===== src/rtl/seq_alu_core.sv =====
// rtl/seq_alu_core.sv - registered ALU core with accumulator, unsigned saturation and shift-add multiplier
module seq_alu_core #(
    parameter int WIDTH  = 8,
    parameter bit MUL_EN = 1'b1
) (
    input  logic             clk,
    input  logic             rst_n,
    input  logic             in_valid,
    output logic             in_ready,
    input  logic [2:0]       op,
    input  logic [WIDTH-1:0] a,
    input  logic [WIDTH-1:0] b,
    input  logic             sat_en,
    output logic             out_valid,
    input  logic             out_ready,
    output logic [WIDTH-1:0] y,
    output logic             carry,
    output logic             ovf,
    output logic             busy
);
    localparam int CW = $clog2(WIDTH + 1);

    typedef enum logic [1:0] {S_IDLE, S_MUL, S_DONE} state_t;

    state_t               state, state_nxt;
    logic                 accept, is_mul, mul_last;
    logic [2*WIDTH-1:0]   mcand, prod, prod_nxt;
    logic [WIDTH-1:0]     mplier, acc, acc_nxt, alu_y;
    logic [CW-1:0]        cnt;
    logic                 sat_q, alu_c, alu_o;
    logic [WIDTH:0]       add_r, sub_r, acc_r;

    assign is_mul   = MUL_EN && (op == 3'b110);
    assign accept   = in_valid && in_ready;
    assign mul_last = (cnt == CW'(WIDTH - 1));
    assign prod_nxt = prod + (mplier[0] ? mcand : '0);

    always_ff @(posedge clk or negedge rst_n) begin
        if (!rst_n) state <= S_IDLE;
        else        state <= state_nxt;
    end

    always_comb begin
        state_nxt = state;
        in_ready  = 1'b0;
        out_valid = 1'b0;
        busy      = 1'b0;
        case (state)
            S_IDLE: begin
                in_ready = 1'b1;
                if (in_valid) state_nxt = is_mul ? S_MUL : S_DONE;
            end
            S_MUL: begin
                busy = 1'b1;
                if (mul_last) state_nxt = S_DONE;
            end
            S_DONE: begin
                out_valid = 1'b1;
                if (out_ready) state_nxt = S_IDLE;
            end
            default: state_nxt = S_IDLE;
        endcase
    end

    assign add_r = {1'b0, a} + {1'b0, b};
    assign sub_r = {1'b0, a} - {1'b0, b};
    assign acc_r = {1'b0, acc} + {1'b0, a};

    // Op 110 falls into the ADD arm; with the multiplier present this result is never used.
    always_comb begin
        alu_y   = '0;
        alu_c   = 1'b0;
        alu_o   = 1'b0;
        acc_nxt = acc;
        case (op)
            3'b000, 3'b110: begin
                alu_c = add_r[WIDTH];
                alu_o = (a[WIDTH-1] == b[WIDTH-1]) && (add_r[WIDTH-1] != a[WIDTH-1]);
                alu_y = (sat_en && alu_c) ? '1 : add_r[WIDTH-1:0];
            end
            3'b001: begin
                alu_c = sub_r[WIDTH];
                alu_o = (a[WIDTH-1] != b[WIDTH-1]) && (sub_r[WIDTH-1] != a[WIDTH-1]);
                alu_y = (sat_en && alu_c) ? '0 : sub_r[WIDTH-1:0];
            end
            3'b010: alu_y = a & b;
            3'b011: alu_y = a | b;
            3'b100: alu_y = a ^ b;
            3'b101: begin
                alu_c   = acc_r[WIDTH];
                alu_o   = (acc[WIDTH-1] == a[WIDTH-1]) && (acc_r[WIDTH-1] != a[WIDTH-1]);
                alu_y   = (sat_en && alu_c) ? '1 : acc_r[WIDTH-1:0];
                acc_nxt = alu_y;
            end
            default: acc_nxt = '0;
        endcase
    end

    always_ff @(posedge clk or negedge rst_n) begin
        if (!rst_n) begin
            y      <= '0;
            carry  <= 1'b0;
            ovf    <= 1'b0;
            acc    <= '0;
            mcand  <= '0;
            mplier <= '0;
            prod   <= '0;
            cnt    <= '0;
            sat_q  <= 1'b0;
        end else if (accept) begin
            sat_q <= sat_en;
            if (is_mul) begin
                mcand  <= {{WIDTH{1'b0}}, a};
                mplier <= b;
                prod   <= '0;
                cnt    <= '0;
            end else begin
                y     <= alu_y;
                carry <= alu_c;
                ovf   <= alu_o;
                acc   <= acc_nxt;
            end
        end else if (state == S_MUL) begin
            prod   <= prod_nxt;
            mcand  <= mcand << 1;
            mplier <= mplier >> 1;
            cnt    <= cnt + CW'(1);
            // Last iteration publishes straight from prod_nxt so DONE follows without an extra cycle.
            if (mul_last) begin
                y     <= (sat_q && |prod_nxt[2*WIDTH-1:WIDTH]) ? '1 : prod_nxt[WIDTH-1:0];
                carry <= 1'b0;
                ovf   <= |prod_nxt[2*WIDTH-1:WIDTH];
            end
        end
    end
endmodule

===== config.mk =====
export PLATFORM = sky130hd
export DESIGN_NAME = seq_alu_core
export DESIGN_NICKNAME = d
export VERILOG_FILES = /design/src/rtl/seq_alu_core.sv
export SDC_FILE = /design/constraint.sdc
export NUM_CORES = 1
export LEC_CHECK = 0
export ABC_AREA = 1
export CAP_MARGIN = 10
export CORE_MARGIN = 2
export CORE_UTILIZATION = 55
export DETAILED_ROUTE_END_ITERATION = 7
export GPL_TIMING_DRIVEN = 0
export PLACE_DENSITY = 0.78
export SLEW_MARGIN = 20
export SYNTH_ARGS = -nofsm -noshare
export SYNTH_HDL_FRONTEND = slang
export SYNTH_SLANG_ARGS = --single-unit

===== constraint.sdc =====
create_clock -name clk -period 2.7 [get_ports clk]
set_input_delay 0.54 -clock clk [delete_from_list [all_inputs] [get_ports clk]]
set_output_delay 0.54 -clock clk [all_outputs]
set_load 0.02 [all_outputs]

==> flow_summary_export.csv <==
group,metric,value,unit
worst_setup_path,setup.worst_path.start_class,"register",
final_layout,area_growth,22.4,%
clock_network,cts.clk_slew.worst_paths,0.08,ns
synth,synth.top_cell.area_share,30.3,%
global_routing,grt_max_degree,54,
global_routing,antenna_found_initial,0,
floorplanning,start_util,55.6,%
clock_network,clock-sinks,65,
place,post-place-ws,-0.634,ns
synth,syn_nets,883,
floorplanning,fp.dieH,103,um
floorplanning,fp-row-count,36,
floorplanning,core_area,0.00964,sq mm
timing,rsz0062_at_grt,"yes",
min_path,holdCritPathClass,"input port to async pin",
clock_network,clock_path_buffers,2,
final_layout,antennaDiodeCount,0,
clock_network,cts_tree,"done",
flow_run,drv_cap,0,
floorplanning,design.die.area,0.0106,sq mm
routing,drt-initial-drc-count,292,
synth,synth_area,0.00536,sq mm
routing,routedWlPerCell,15.7,um
worst_setup_path,cp_max_fo,8,
routing,wl,15700,um
timing,timing.max_slew.rel_slack,55.7,%
clock_network,worstSkewPairLatency,0.35,ns
final_layout,design_area,0.00656,sq mm
place,io_buffers,36,
floorplanning,ioPinCount,37,
synth,synth_cell_types,36,
global_routing,grt_first_pass_wirelength,24400,um
timing,fin_crit_sh,98.0,%
clock_network,numCtsBuffers,9,
timing,setup_viol,0,
place,gp_congestion,0.935,
power,ir_drop,0.469,mV
worst_setup_path,crit_required,2.94,ns
routing,drt_first_pass_iters,5,
final_layout,num-nets-final,938,
worst_setup_path,worstPathArrival,2.88,ns
timing,worst_slew_pin_slew,0.661,ns
place,postPlaceCellArea,0.00591,sq mm
routing,ant_nets,0,
clock_network,cts_hold_buf,0,
timing,finalClockSkew,0.00608,ns
synth,synth_area_leaders,"dfrtp_1 30%, nand2_1 21%, ha_1 11%",
final_layout,drive_above_1_share,13.4,%
synth,yosysWarnings,0,
power,p_per_area,996,mW/mm^2
global_routing,grt_pass1_vias,5225,
floorplanning,die_w,103,um
synth,yosysTopAreaCell,"dfrtp_1",
power,power.leakage,3.49,nW
timing,fmax,378,MHz
routing,via_count,5396,
outcome,status,"completed",
clock_network,ctsHtreeMaxLevel,3,
global_routing,overflow,0,
synth,syn_inst,807,
synth,synth.avg_cell_area,6.65,sq um
synth,ys_seq_area_share,30.3,%
worst_setup_path,crit_path_end_kind,"register",
synth,ys_seq_elements,65,
place,place.detailed.hpwl,11800,um
timing,hold_viol_final,0,
timing,slew_violations,0,
global_routing,grt_usage,30.2,%
timing,layout_setup_ws,0.0539,ns
worst_setup_path,crit_type,"register to register",
routing,avgViaCountPerCell,5.40,
routing,drc_errors,0,
clock_network,cts_root_buf,"clkbuf_8",
timing,timing.final.crit_period,2.65,ns
final_layout,fillCellCount,835,
## power breakdown
part	internal, W	switching, W
Combinational	0.00159	0.00230
Clock	0.000519	0.000420
Sequential	0.00139	0.000318
Total	0.00349	0.00304
## worst paths after layout
kind | slack, ns | cells past startpoint | from | end
max | 0.05 | 21 | mplier[0] | y[6]
min | 0.02 | 1 | rst_n | mplier[3]
max reg2reg | 0.05 | 21 | mplier[0] | y[6]
min reg2reg | 0.47 | 2 | y[3] | y[3]
max in group asynchronous | 2.15 | 2 | rst_n | prod[6]
min in group clk | 0.47 | 2 | y[3] | y[3]
## cells by family after synthesis
group           after synthesis  share of synthesized area, %
compound gates              111                          11.9
xor+xnor                     19                          3.10
fa+ha+maj                    52                          12.7
flops                        65                          30.3
buf+inv                     143                          10.1
simple gates                417                          31.8
## cells in the mapped netlist
master,number
nand3b_1,3
nand3_2,2
or2_1,1
nand3_1,47
or2_2,1
nand2_4,1
nor2_1,46
xor2_1,13
inv_1,119
clkbuf_1,12
o21bai_1,4
inv_2,4
clkinv_1,2
fa_1,4
o22ai_1,11
and2_1,2
ha_1,48
nand2_2,5
dfrtp_1,65
a21oi_1,30
o221ai_1,5
nor3_1,3
o211ai_1,2
o21ai_1,5
buf_2,6
a21oi_2,1
o31ai_1,1
o21ai_0,33
a21boi_0,1
o21a_1,1
a22o_1,2
xnor2_1,6
nand4_1,6
nand2_1,297
a31oi_1,15
nor2_2,3
## final cells by class
| cell class | instances | area [sq um] | area share [%] |
|---|---|---|---|
| tap | 133 | 166 | 2.54 |
| timing repair buffer | 45 | 458 | 6.98 |
| buffer | 17 | 91.3 | 1.39 |
| inverter | 125 | 469 | 7.15 |
| clock buffer | 9 | 124 | 1.89 |
| multi-input combinational | 599 | 3530 | 53.9 |
| sequential | 65 | 1630 | 24.8 |
| clock inverter | 7 | 93.8 | 1.43 |
## per-stage QoR
step,setup TNS [ns],utilization [%],total power [W],hold slack (ns),std cells
after CTS,0,64.5,0.00594,0.0286,996
after floorplan,0,-,0.00396,0.244,807
after global routing,-0.482,68.1,0.00704,0.0271,1000
after global placement,-73.58,61.1,0.00479,0.462,976
final,0,68.1,0.00654,0.0238,1000
after detailed placement,-7.05,61.4,0.00488,0.409,977
## per-layer routing
layer / GRT usage, % / part of all wire (%)
met1: 35.8 / 41
met2: 54.4 / 51
met3: 4.68 / 4.6
met4: 12.9 / 3.5
met5: 0 / 0
## sequential cells by signal, summed over array words and instances, names as in the netlist
name	flops
acc	8
carry	1
cnt	4
mcand	16
mplier	8
ovf	1
prod	16
sat_q	1
state	2
y	8
## what timing repair did
action,CTS,global route
pin swaps,8,17
endpoints found under the setup margin,9,9
setup buffers,4,3
resized for setup,32,65
gates cloned,0,1
## critical path: stages, from the launching register on
cell	delay, ns
dfrtp_1	0.37
buf_6	0.13
buf_4	0.17
nand2_1	0.08
inv_1	0.05
ha_1	0.32
nand2_1	0.15
inv_1	0.05
nand2_1	0.06
nand2_1	0.05
a21oi_1	0.16
nand3_1	0.10
nand2_1	0.09
nand2_1	0.07
nor2_2	0.10
nand2_2	0.10
nand2_4	0.14
nand2_2	0.06
nand2_1	0.08
nand2_1	0.06
nand2_1	0.07
nand2_1	0.08
## placed cells by master (no fill, tap or decap), drive strengths merged, types with 3 or more instances in the layout
| cell type | netlist | layout |
|---|---|---|
| o21ai | 38 | 38 |
| ha | 48 | 48 |
| nand4 | 6 | 6 |
| clkbuf | 12 | 22 |
| dfrtp | 65 | 65 |
| buf | 6 | 15 |
| a21oi | 31 | 31 |
| a31oi | 15 | 15 |
| nand2 | 303 | 303 |
| nand3 | 49 | 49 |
| nor2 | 49 | 49 |
| fa | 4 | 4 |
| dlymetal6s2s | 0 | 3 |
| o21bai | 4 | 4 |
| clkinv | 2 | 4 |
| dlygate4sd2 | 0 | 6 |
| o221ai | 5 | 5 |
| nor3 | 3 | 3 |
| xnor2 | 6 | 6 |
| o22ai | 11 | 11 |
| nand3b | 3 | 3 |
| clkdlybuf4s50 | 0 | 24 |
| xor2 | 13 | 13 |
| inv | 123 | 124 |
Power figures use the tool's default switching activity.
